$ cat src/rtl/bus_arbiter.sv
// Arbiter that shares one external memory bus between the fetch (IF) and data (MEM) ports.
// MEM wins by default; a starvation counter forces IF through, flush discards fetches, and stuck cycles time out.
module bus_arbiter #(
  parameter int AW           = 32,
  parameter int DW           = 32,
  parameter int TIMEOUT      = 16,
  parameter int STARVE_LIMIT = 4
) (
  input  logic            clk,
  input  logic            rst,
  input  logic            flush,
  input  logic            if_req,
  input  logic [AW-1:0]   if_addr,
  output logic [DW-1:0]   if_rdata,
  output logic            if_ack,
  input  logic            mem_req,
  input  logic            mem_we,
  input  logic [AW-1:0]   mem_addr,
  input  logic [DW-1:0]   mem_wdata,
  input  logic [DW/8-1:0] mem_wstrb,
  output logic [DW-1:0]   mem_rdata,
  output logic            mem_ack,
  output logic            bus_req,
  output logic            bus_we,
  output logic [AW-1:0]   bus_addr,
  output logic [DW-1:0]   bus_wdata,
  output logic [DW/8-1:0] bus_wstrb,
  input  logic [DW-1:0]   bus_rdata,
  input  logic            bus_ack,
  output logic            bus_err
);
  localparam int TW = (TIMEOUT > 2) ? $clog2(TIMEOUT) : 1;
  localparam int SW = $clog2(STARVE_LIMIT + 1);

  typedef enum logic [1:0] {IDLE, IF_BUSY, MEM_BUSY} state_t;

  state_t        state;
  logic [TW-1:0] tcnt;
  logic [SW-1:0] starve_cnt;
  logic          drop;

  logic busy, timeout_hit, finish, if_elig, starved, grant_if, grant_mem;

  assign busy        = (state != IDLE);
  // A real bus_ack always beats a coincident timeout.
  assign timeout_hit = busy && !bus_ack && (tcnt == TW'(TIMEOUT - 1));
  assign finish      = busy && (bus_ack || timeout_hit);
  assign if_elig     = if_req && !flush;
  assign starved     = (starve_cnt == SW'(STARVE_LIMIT));
  assign grant_if    = (state == IDLE) && if_elig && (starved || !mem_req);
  assign grant_mem   = (state == IDLE) && mem_req && !(starved && if_elig);

  assign bus_err   = timeout_hit;
  assign if_ack    = (state == IF_BUSY) && finish && !drop;
  assign mem_ack   = (state == MEM_BUSY) && finish;
  assign if_rdata  = ((state == IF_BUSY) && bus_ack) ? bus_rdata : '0;
  assign mem_rdata = ((state == MEM_BUSY) && bus_ack) ? bus_rdata : '0;

  always_ff @(posedge clk or posedge rst) begin
    if (rst) begin
      state      <= IDLE;
      tcnt       <= '0;
      starve_cnt <= '0;
      drop       <= 1'b0;
      bus_req    <= 1'b0;
      bus_we     <= 1'b0;
      bus_addr   <= '0;
      bus_wdata  <= '0;
      bus_wstrb  <= '0;
    end else begin
      case (state)
        IDLE: begin
          tcnt <= '0;
          drop <= 1'b0;
          if (grant_if) begin
            state      <= IF_BUSY;
            bus_req    <= 1'b1;
            bus_we     <= 1'b0;
            bus_addr   <= if_addr;
            bus_wdata  <= '0;
            bus_wstrb  <= '0;
            starve_cnt <= '0;
          end else if (grant_mem) begin
            state     <= MEM_BUSY;
            bus_req   <= 1'b1;
            bus_we    <= mem_we;
            bus_addr  <= mem_addr;
            bus_wdata <= mem_wdata;
            bus_wstrb <= mem_wstrb;
            if (!if_req)
              starve_cnt <= '0;
            else if (!starved)
              starve_cnt <= starve_cnt + SW'(1);
          end else if (!if_req) begin
            starve_cnt <= '0;
          end
        end
        default: begin
          if (finish) begin
            state     <= IDLE;
            tcnt      <= '0;
            drop      <= 1'b0;
            bus_req   <= 1'b0;
            bus_we    <= 1'b0;
            bus_addr  <= '0;
            bus_wdata <= '0;
            bus_wstrb <= '0;
          end else begin
            tcnt <= tcnt + TW'(1);
            // A flushed fetch still runs to completion on the bus, but its result is discarded.
            if (state == IF_BUSY && flush)
              drop <= 1'b1;
          end
        end
      endcase
    end
  end
endmodule

$ cat config.mk
export PLATFORM = sky130hd
export DESIGN_NAME = bus_arbiter
export DESIGN_NICKNAME = d
export VERILOG_FILES = /design/src/rtl/bus_arbiter.sv
export SDC_FILE = /design/constraint.sdc
export NUM_CORES = 1
export LEC_CHECK = 0
export CAP_MARGIN = 20
export CORE_ASPECT_RATIO = 0.5
export CORE_MARGIN = 2
export CORE_UTILIZATION = 45
export DETAILED_ROUTE_END_ITERATION = 8
export DONT_BUFFER_PORTS = 1
export PLACE_DENSITY_LB_ADDON = 0.1
export SYNTH_ARGS = -nofsm -noshare
export SYNTH_HDL_FRONTEND = slang
export SYNTH_SLANG_ARGS = --single-unit
$ cat constraint.sdc
create_clock -name clk -period 3.6 [get_ports clk]
set_input_delay 0.72 -clock clk [delete_from_list [all_inputs] [get_ports clk]]
set_output_delay 0.72 -clock clk [all_outputs]
set_load 0.005 [all_outputs]
==> out/qor.yml, run 1 <==
status: "finished clean"
core-area_sq_mm: 0.00874
setup_tns_ns: 0
n_antenna_cell: 0
tightest_slew_ns: 0.825
path_cells: "inv_1, and3_1, and2_1"
grt_max_degree: 72
hold_viol: 0
synth_seq_cells: 80
drive_gt1_frac: 0.0963
row_count: 24
synthCells: 365
syn_avg_cell_area_sq_um: 11.1
p_leak_nw: 2.16
power.density_mw_per_mm2: 853
cp-end-kind: "output port"
final_util: 0.512
dieHeight_um: 71.1
setup_viol: 0
ctsHoldBuffers: 0
io_buffer_count: 0
viasPerCell: 6.51
finalWirelength_um: 11500
netlist.top_cell.by_area: "dfrtp_1"
cts_resized: 0
drt_iter0_drc: 196
cap_violations: 0
synth_area_sq_mm: 0.00406
synth_fp_nets: 507
initial_utilization: 0.464
dpl-instance-area_sq_mm: 0.00408
arrival_ns: 1.92
grt_pass1_wl_um: 17500
crit_fanout: 32
ys_warn_count: 0
netlist_top_cells_area: "dfrtp_1 49%, and3_1 10%, and2_1 10%, a32o_1 9.1%, a311o_1 7.9%"
critPathLaunchType: "flip-flop"
dpl.hpwl_um: 8160
max_freq_ghz: 0.379
dieArea_sq_mm: 0.00983
top_level_ports: 276
cts_buffer_depth: 2
rsz0062_at_grt: "no"
syn_to_final_growth_pct: 10.4
dr.pass1.iters: 5
irDropWorstVdd_uv: 391
min_path_type: "in2async"
slew_headroom: 0.448
max_stage_delay_ns: 0.66
crit_family: "simple AND/OR/NAND/NOR gates"
fin_skew_ns: 0.00803
slew_viol_final: 0
synth_edf_count: 0
nets: 490
grt_pass1_vias: 3077
clock_sinks: 80
worstSetupPathType: "reg2out"
synth_ff_type: "dfrtp_1"
clkTransAtPathRegs_ns: 0.06
cp_num_buf_inv: 1
wl_per_cell_um: 24.5
gp_congestion: 0.805
async_flop_share: 1.00
grt.overflow.total: 0
clockRootBuffer: "clkbuf_16"
die_w_um: 138
h-tree-depth: 3
synth.distinct_cells: 36
tritoncts: "built"
synth.yosys.seq_area_share: 0.494
power.total_w: 0.00382
antenna_found_initial: 0
clkLatencyLatePin_ns: 0.33
min_period_ns: 2.64
numCtsBuffers: 9
final_common_cell: "dfrtp_1"
yosysTopAreaCellShare: 0.494
cts_setup_buffers: 0
most-common-layout-cells: "80 x dfrtp_1, 67 x and3_1, 65 x and2_1, 37 x a32o_1, 32 x a311o_1"
drt.antenna.violating_nets: 0
vias: 3059
grtUsageTotal: 0.227
period_share: 0.732
critPathSlowestCell: "and3_1"
worstPathRequired_ns: 2.88
final_area_sq_mm: 0.00448
drc: 0
[kinds of logic (layout without fill, tap and decap cells)]
kind of cell,count (synthesis),in the layout,synth area share
buffers and inverters,45,33,0.0558
flip-flops,80,80,0.494
AND/OR/NAND/NOR,154,154,0.243
adder cells (fa/ha/maj),3,3,0.00926
AO/OA/AOI/OAI,80,80,0.192
XOR/XNOR,2,2,0.00432
multiplexers,1,1,0.00247
[power by group]
| part | internal [W] | switching, W |
|---|---|---|
| sequential | 0.00129 | 0.000355 |
| clock | 0.000686 | 0.000376 |
| combinational | 0.000511 | 0.000601 |
[worst reg2reg max path, delay by kind of cell, from the launching register on]
family,cells,cell delay [ns]
AND/OR/NAND/NOR,2,0.59
buffers and inverters,2,0.68
AO/OA/AOI/OAI,1,0.22
flip-flops,1,0.51
[through the flow]
step                      hold WS (ns)  std cells  worst slack (ns)
after global placement           0.446        451              1.22
after CTS                        0.491        468             0.978
after global routing             0.135        470             0.802
after detailed placement         0.483        452              1.14
after floorplan                  0.433        365             0.828
final                            0.151        470             0.964
[state kept, by name, indices dropped and copies added (netlist names)]
name	cells
bus_wdata	32
bus_wstrb	4
drop	1
bus_addr	32
starve_cnt	3
bus_req	1
state	2
bus_we	1
tcnt	4
[metal layers]
layer,share of wire,GRT usage,up-vias,wire length (um)
li1,-,-,1340,-
met1,0.41,0.296,1560,4690
met2,0.49,0.364,155,5650
met3,0.099,0.0961,4,1140
met4,0.0049,0.0397,0,57
met5,0,0,-,0
[final cells by class]
type / instances / area [sq um]
Fill cell: 791 / 4260
Sequential cell: 80 / 2000
Multi-Input combinational cell: 240 / 1840
Clock buffer: 9 / 225
Tap cell: 117 / 146
Clock inverter: 7 / 126
Timing Repair Buffer: 10 / 111
Inverter: 7 / 27.5
[final timing paths]
path	from	to	slack, ns	cells past startpoint
max	state[1]	if_rdata[23]	0.96	3
max in group asynchronous	rst	bus_wdata[23]	2.63	3
min in group clk	tcnt[0]	tcnt[0]	0.48	1
max reg2reg	state[0]	bus_wdata[0]	1.54	5
min	rst	bus_wdata[20]	0.15	1
min reg2reg	tcnt[0]	tcnt[0]	0.48	1
[synthesized netlist by cell type, types with 2 or more instances]
library cell,n
dfrtp_1,80
and3_1,67
and2_1,65
a32o_1,37
a311o_1,32
clkbuf_1,22
buf_2,7
inv_1,7
nor2_1,6
buf_4,5
buf_6,4
ha_1,3
a21bo_2,2
a21oi_1,2
nand3_1,2
nand4b_1,2
nor3b_2,2
or3_1,2
Power figures use the tool's default switching activity.
==> run 2, diff against run 1 <==
==> constraint.sdc (replaced) <==
create_clock -name clk -period 2.24 [get_ports clk]
set_input_delay 0.448 -clock clk [delete_from_list [all_inputs] [get_ports clk]]
set_output_delay 0.448 -clock clk [all_outputs]
set_load 0.005 [all_outputs]
==> run 2 against run 1 <==
Against the previous run: first-iteration DRC count grew 19%; non-clock buffer count rose by 3; worst setup slack got worse by 0.84 ns; sequential share of layout area is 0.28 points higher; clock power grew 48%; cell count is 0.64% higher; critical path depth increased by 1; power up 58%; die area unchanged; critical path type unchanged; critical endpoint is now mem_rdata[8].
==> out/qor.yml, run 2 (synthesis results as in run 1) <==
path_cells: "inv_1, nor3b_2, buf_4, and2_1"
grt.overflow.total: 0  # unchanged
critPathLaunchType: "flip-flop"
p_leak_nw: 2.15  # -0.42%
p_comb_frac: 0.297  # +0.006
viasPerCell: 6.54  # +0.47%
netSwitchingPower_w: 0.00223  # +67%
final_common_cell: "dfrtp_1"
setup_viol: 0  # unchanged
arrival_ns: 1.67  # -0.25 ns
vias: 3093  # +1.1%
wl_per_cell_um: 24.6  # about the same
hold_viol: 0  # unchanged
dpl-instance-area_sq_mm: 0.00413  # +1.2%
dr.pass1.iters: 4  # -1
dieHeight_um: 71.1  # unchanged
initial_utilization: 0.464  # unchanged
crit_start: "state[1]"
tritoncts: "built"
multi_input_area_sq_mm: 0.00184  # +0.34%
cp.depth: 4  # +1
rrSetupSlack_ns: 0.40  # -1.14 ns
irDropWorstVdd_uv: 643  # +64%
slew_headroom: 0.609  # +0.162
max_stage_delay_ns: 0.52  # -0.14 ns
slew_viol_final: 0  # unchanged
max_freq_ghz: 0.473
final_area_sq_mm: 0.00445  # -0.56%
finalWirelength_um: 11600  # +0.74%
setup_tns_ns: 0  # unchanged
min_period_ns: 2.11
grt_pass1_vias: 3081  # +0.13%
top_level_ports: 276  # unchanged
h-tree-depth: 3  # unchanged
seqPwrFrac: 0.443  # +0.013
crit_fanout: 32  # unchanged
cap_violations: 0  # unchanged
gp_congestion: 0.847  # +5.2%
status: "finished clean"
grt_pass1_wl_um: 17700  # +0.75%
die_w_um: 138  # unchanged
drive_gt1_frac: 0.110  # +0.0132
grtUsageTotal: 0.229  # +0.00227
clkTransAtPathRegs_ns: 0.07  # about the same
seq_area_sq_mm: 0.00200  # about the same
power.total_w: 0.00602  # +58%
clockRootBuffer: "clkbuf_16"
period_share: 0.944
drt.antenna.violating_nets: 0  # unchanged
worstPathRequired_ns: 1.79  # -1.09 ns
clkPwrFrac: 0.260  # -0.018
min_path_type: "in2async"
power.density_mw_per_mm2: 1350  # +59%
dpl.hpwl_um: 8260  # +1.2%
switching_share: 0.370  # +0.0209
most-common-layout-cells: "79 x dfrtp_1, 67 x and3_1, 65 x and2_1, 37 x a32o_1, 32 x a311o_1"
core-area_sq_mm: 0.00874  # unchanged
grt_max_degree: 56  # -22%
tightest_slew_ns: 0.586  # -0.239 ns
fin_skew_ns: 0.00643  # -0.00160 ns
clkLatencyLatePin_ns: 0.34  # about the same
reg2reg_from: "starve_cnt[0]"
cp-end-kind: "output port"
cts_buffer_depth: 2  # unchanged
numCtsBuffers: 9  # unchanged
syn_to_final_growth_pct: 9.78
top_regs: "bus_addr: 32 flops, bus_wdata: 32 flops"
nets: 493  # +0.61%
fillCellCount: 770  # -2.7%
drt_iter0_drc: 233  # +19%
crit_family: "flip-flops"
antenna_found_initial: 0  # unchanged
internal-power_w: 0.00379  # +53%
r2r_cells: 7  # +2
dieArea_sq_mm: 0.00983  # unchanged
io_buffer_count: 0  # unchanged
drc: 0  # unchanged
worstSetupPathType: "reg2out"
clock_sinks: 80  # unchanged
critPathSlowestCell: "dfrtp_1"
n_antenna_cell: 0  # unchanged
row_count: 24  # unchanged
cp_num_buf_inv: 2  # +1
[run 2: cell types whose count changed in the layout (fill, tap and decap cells not counted), sizes merged]
| cell | before | now |
|---|---|---|
| buf | 10 | 13 |
| inv | 8 | 12 |
| clkinv | 2 | 0 |
| bufinv | 3 | 1 |
[run 2: final cells by class]
class	count	share of cell area
inverters	7	0.00675
flip-flops and latches	80	0.450
clock buffers	9	0.0506
multi-input cells	240	0.414
well taps	117	0.0329
clock inverters	7	0.0208
repair buffers	13	0.0247
[run 2: final timing paths]
| kind | endpoint |
|---|---|
| worst max-delay path | mem_rdata[8] |
| worst min-delay path | bus_wdata[21] |
| worst max register to register | bus_wdata[30] |
| worst min register to register | tcnt[0] |
| max in group asynchronous | state[0] |
| min in group clk | bus_wdata[29] |
[run 2: per-layer routing]
layer	share of wire	track usage	up-vias
li1	-	-	1347
met1	0.38	0.283	1558
met2	0.49	0.376	174
met3	0.11	0.0982	14
met4	0.013	0.0624	0
met5	0	0	-
[run 2: repair_timing]
action / in CTS / in global routing
hold buffers: 0 / 0
gates resized for setup: 0 / 2
endpoints found under the setup margin: 0 / 1
buffers inserted: 0 / 0
[run 2: power groups by stage]
stage	logic [W]	registers, W	clock network, W
finish	0.00179	0.00266	0.00157
global route	0.00197	0.00275	0.00166
CTS	0.00179	0.00267	0.00160
detailed placement	0.00179	0.00268	0
global placement	0.00170	0.00267	0
floorplan	0.00155	0.00246	0
[run 2: stage by stage]
step | setup slack, ns | cells | hold WS [ns] | utilization
after floorplan | 0.578 | 365 | 0.433 | -
after global placement | 0.445 | 457 | 0.388 | 0.472
after CTS | 0.0115 | 473 | 0.0224 | 0.509
after global routing | -0.0111 | 473 | 0.0394 | 0.509
after detailed placement | 0.392 | 457 | 0.391 | 0.472
final | 0.126 | 473 | 0.0183 | 0.509
==> run 3, diff against run 2 <==
--- a/config.mk
+++ b/config.mk
@@ -6,10 +6,10 @@
 export NUM_CORES = 1
 export LEC_CHECK = 0
 export CAP_MARGIN = 20
-export CORE_ASPECT_RATIO = 0.5
-export CORE_MARGIN = 2
-export CORE_UTILIZATION = 45
+export CORE_AREA = 2 2 106 108
+export CTS_CLUSTER_DIAMETER = 80
 export DETAILED_ROUTE_END_ITERATION = 8
+export DIE_AREA = 0 0 108 110
 export DONT_BUFFER_PORTS = 1
 export PLACE_DENSITY_LB_ADDON = 0.1
 export SYNTH_ARGS = -nofsm -noshare
==> run 3 against run 2 <==
Against the previous run: count of clock-buffer cells in the layout increased by 2; clock skew increased by 0.0032 ns; worst setup slack got worse by 0.0054 ns; hold slack improved by 0.060 ns; utilization decreased by 9.6 points; non-clock buffer count increased by 1; fmax decreased by 0.26%; die area increased by 21%; first-iteration DRC count decreased by 37%; combinational power about the same; final area decreased by 0.56%; critical path type unchanged.
==> out/qor.yml, run 3 (synthesis results as in run 1) <==
status: "finished clean"
p_comb_frac: 0.318  # +0.021
setup_tns_ns: 0  # unchanged
critPathLaunchType: "flip-flop"
fin_skew_ns: 0.00964  # +0.00321 ns
setup_viol: 0  # unchanged
dieHeight_um: 110  # +55%
p_leak_nw: 2.11  # -1.6%
clock_sinks: 80  # unchanged
tightest_slew_ns: 0.732  # +0.146 ns
hold_viol: 0  # unchanged
die_w_um: 108  # -22%
vias: 3016  # -2.5%
min_period_ns: 2.12  # +0.00543 ns
dieArea_sq_mm: 0.0119  # +21%
dpl.hpwl_um: 8060  # -2.5%
rsz0062_at_grt: "no"
max_stage_delay_ns: 0.38  # -0.14 ns
rrSetupSlack_ns: 0.34  # -0.06 ns
io_buffer_count: 0  # unchanged
max_freq_ghz: 0.472  # -0.26%
wl_per_cell_um: 23.5  # -4.4%
grtUsageTotal: 0.186  # -0.0431
period_share: 0.946  # +0.00243
slew_headroom: 0.511  # -0.0985
min_path_type: "in2async"
top_level_ports: 276  # unchanged
seqPwrFrac: 0.462  # +0.019
internal-power_w: 0.00366  # -3.5%
drc: 0  # unchanged
antenna_found_initial: 0  # unchanged
finalWirelength_um: 11700  # +0.49%
most-common-layout-cells: "78 x dfrtp_1, 66 x and3_1, 65 x and2_1, 37 x a32o_1, 32 x a311o_1"
clockRootBuffer: "clkbuf_8"
clkPwrFrac: 0.220  # -0.040
drt.antenna.violating_nets: 0  # unchanged
irDropWorstVdd_uv: 715  # +11%
row_count: 38  # +58%
nets: 494  # +0.20%
crit_fanout: 4  # -88%
dr.pass1.iters: 4  # unchanged
initial_utilization: 0.379  # -0.0850
worstPathRequired_ns: 1.79  # about the same
h-tree-depth: 3  # unchanged
core-area_sq_mm: 0.0107  # +22%
ctsHoldBuffers: 0  # unchanged
crit_family: "simple AND/OR/NAND/NOR gates"
grt.overflow.total: 0  # unchanged
path_cells: "ha_2, and3_4, a21oi_2, nor4b_1, buf_4"
arrival_ns: 1.67  # about the same
dpl.cell_count: 480  # +5.0%
cap_violations: 0  # unchanged
cp-end-kind: "output port"
fin_cells: 497  # +5.1%
switching_share: 0.358  # -0.0116
viasPerCell: 6.07  # -7.2%
grt_pass1_wl_um: 16700  # -5.2%
grt_max_degree: 55  # -1.8%
clkTransAtPathRegs_ns: 0.08  # about the same
fillCellCount: 1007  # +31%
worstSetupPathType: "reg2out"
cp_num_buf_inv: 1  # -1
slew_viol_final: 0  # unchanged
numCtsBuffers: 9  # unchanged
grt_pass1_vias: 3099  # +0.58%
final_common_cell: "dfrtp_1"
gp_congestion: 0.776  # -8.4%
clkLatencyLatePin_ns: 0.34  # about the same
netSwitchingPower_w: 0.00204  # -8.3%
cts_buffer_depth: 2  # unchanged
syn_to_final_growth_pct: 9.16
drive_gt1_frac: 0.118  # +0.00810
top_regs: "bus_addr: 32 flops, bus_wdata: 32 flops"
power.density_mw_per_mm2: 1290  # -4.7%
tritoncts: "built"
drt_iter0_drc: 147  # -37%
critPathSlowestCell: "dfrtp_1"
n_antenna_cell: 0  # unchanged
-- run 3: final timing paths --
path / from / to / cells past startpoint
max reg2reg: starve_cnt[0] / bus_wdata[30] / 7
max in group asynchronous: rst / state[1] / 2
min in group clk: mem_wdata[18] / bus_wdata[18] / 1
min: rst / bus_addr[4] / 1
max: tcnt[0] / if_ack / 5
min reg2reg: tcnt[0] / tcnt[0] / 1
-- run 3: stage by stage --
stage	util	setup WS [ns]	hold WS [ns]	total power, W	cell area [sq um]
final	0.414	0.120	0.0783	0.00570	4430
after detailed placement	0.390	0.363	0.465	0.00447	4170
after CTS	0.412	0.0114	0.0907	0.00577	4410
after global routing	0.414	0.0240	0.125	0.00609	4430
after floorplan	-	0.578	0.433	0.00401	4060
after global placement	0.390	0.391	0.444	0.00445	4170
-- run 3: routing by layer --
metal  track usage  share of wire
met5             0              0
met1         0.217           0.38
met3        0.0776           0.10
met4        0.0687          0.020
met2         0.309           0.50
-- run 3: repair_timing --
| item | in CTS | in global routing |
|---|---|---|
| buffers inserted | 0 | 1 |
| resized for setup | 2 | 5 |
| endpoints found under the setup margin | 1 | 29 |
| pin swaps | 0 | 2 |
-- run 3: power groups by stage --
stage	sequential, W	combinational (W)	clock (W)
2_1_floorplan	0.00246	0.00155	0
3_3_place_gp	0.00266	0.00179	0
3_5_place_dp	0.00265	0.00182	0
4_1_cts	0.00264	0.00183	0.00131
5_1_grt	0.00271	0.00200	0.00137
6_report	0.00263	0.00181	0.00126
-- run 3: layout make-up --
| cell class | count | area (sq um) | area share |
|---|---|---|---|
| flip-flops and latches | 80 | 2000 | 0.453 |
| multi-input cells | 240 | 1850 | 0.418 |
| well taps | 140 | 175 | 0.0396 |
| clock buffers | 11 | 131 | 0.0297 |
| repair buffers | 14 | 130 | 0.0294 |
| clock inverters | 5 | 104 | 0.0235 |
| inverters | 7 | 30.0 | 0.00678 |
-- run 3: worst register-to-register path, cell delays in order, from the launching register on --
cell and delay (ns):
dfrtp_1 0.36, inv_1 0.07, ha_1 0.22, nand4b_1 0.10
buf_4 0.29, and2_1 0.20, buf_4 0.36, a32o_1 0.22
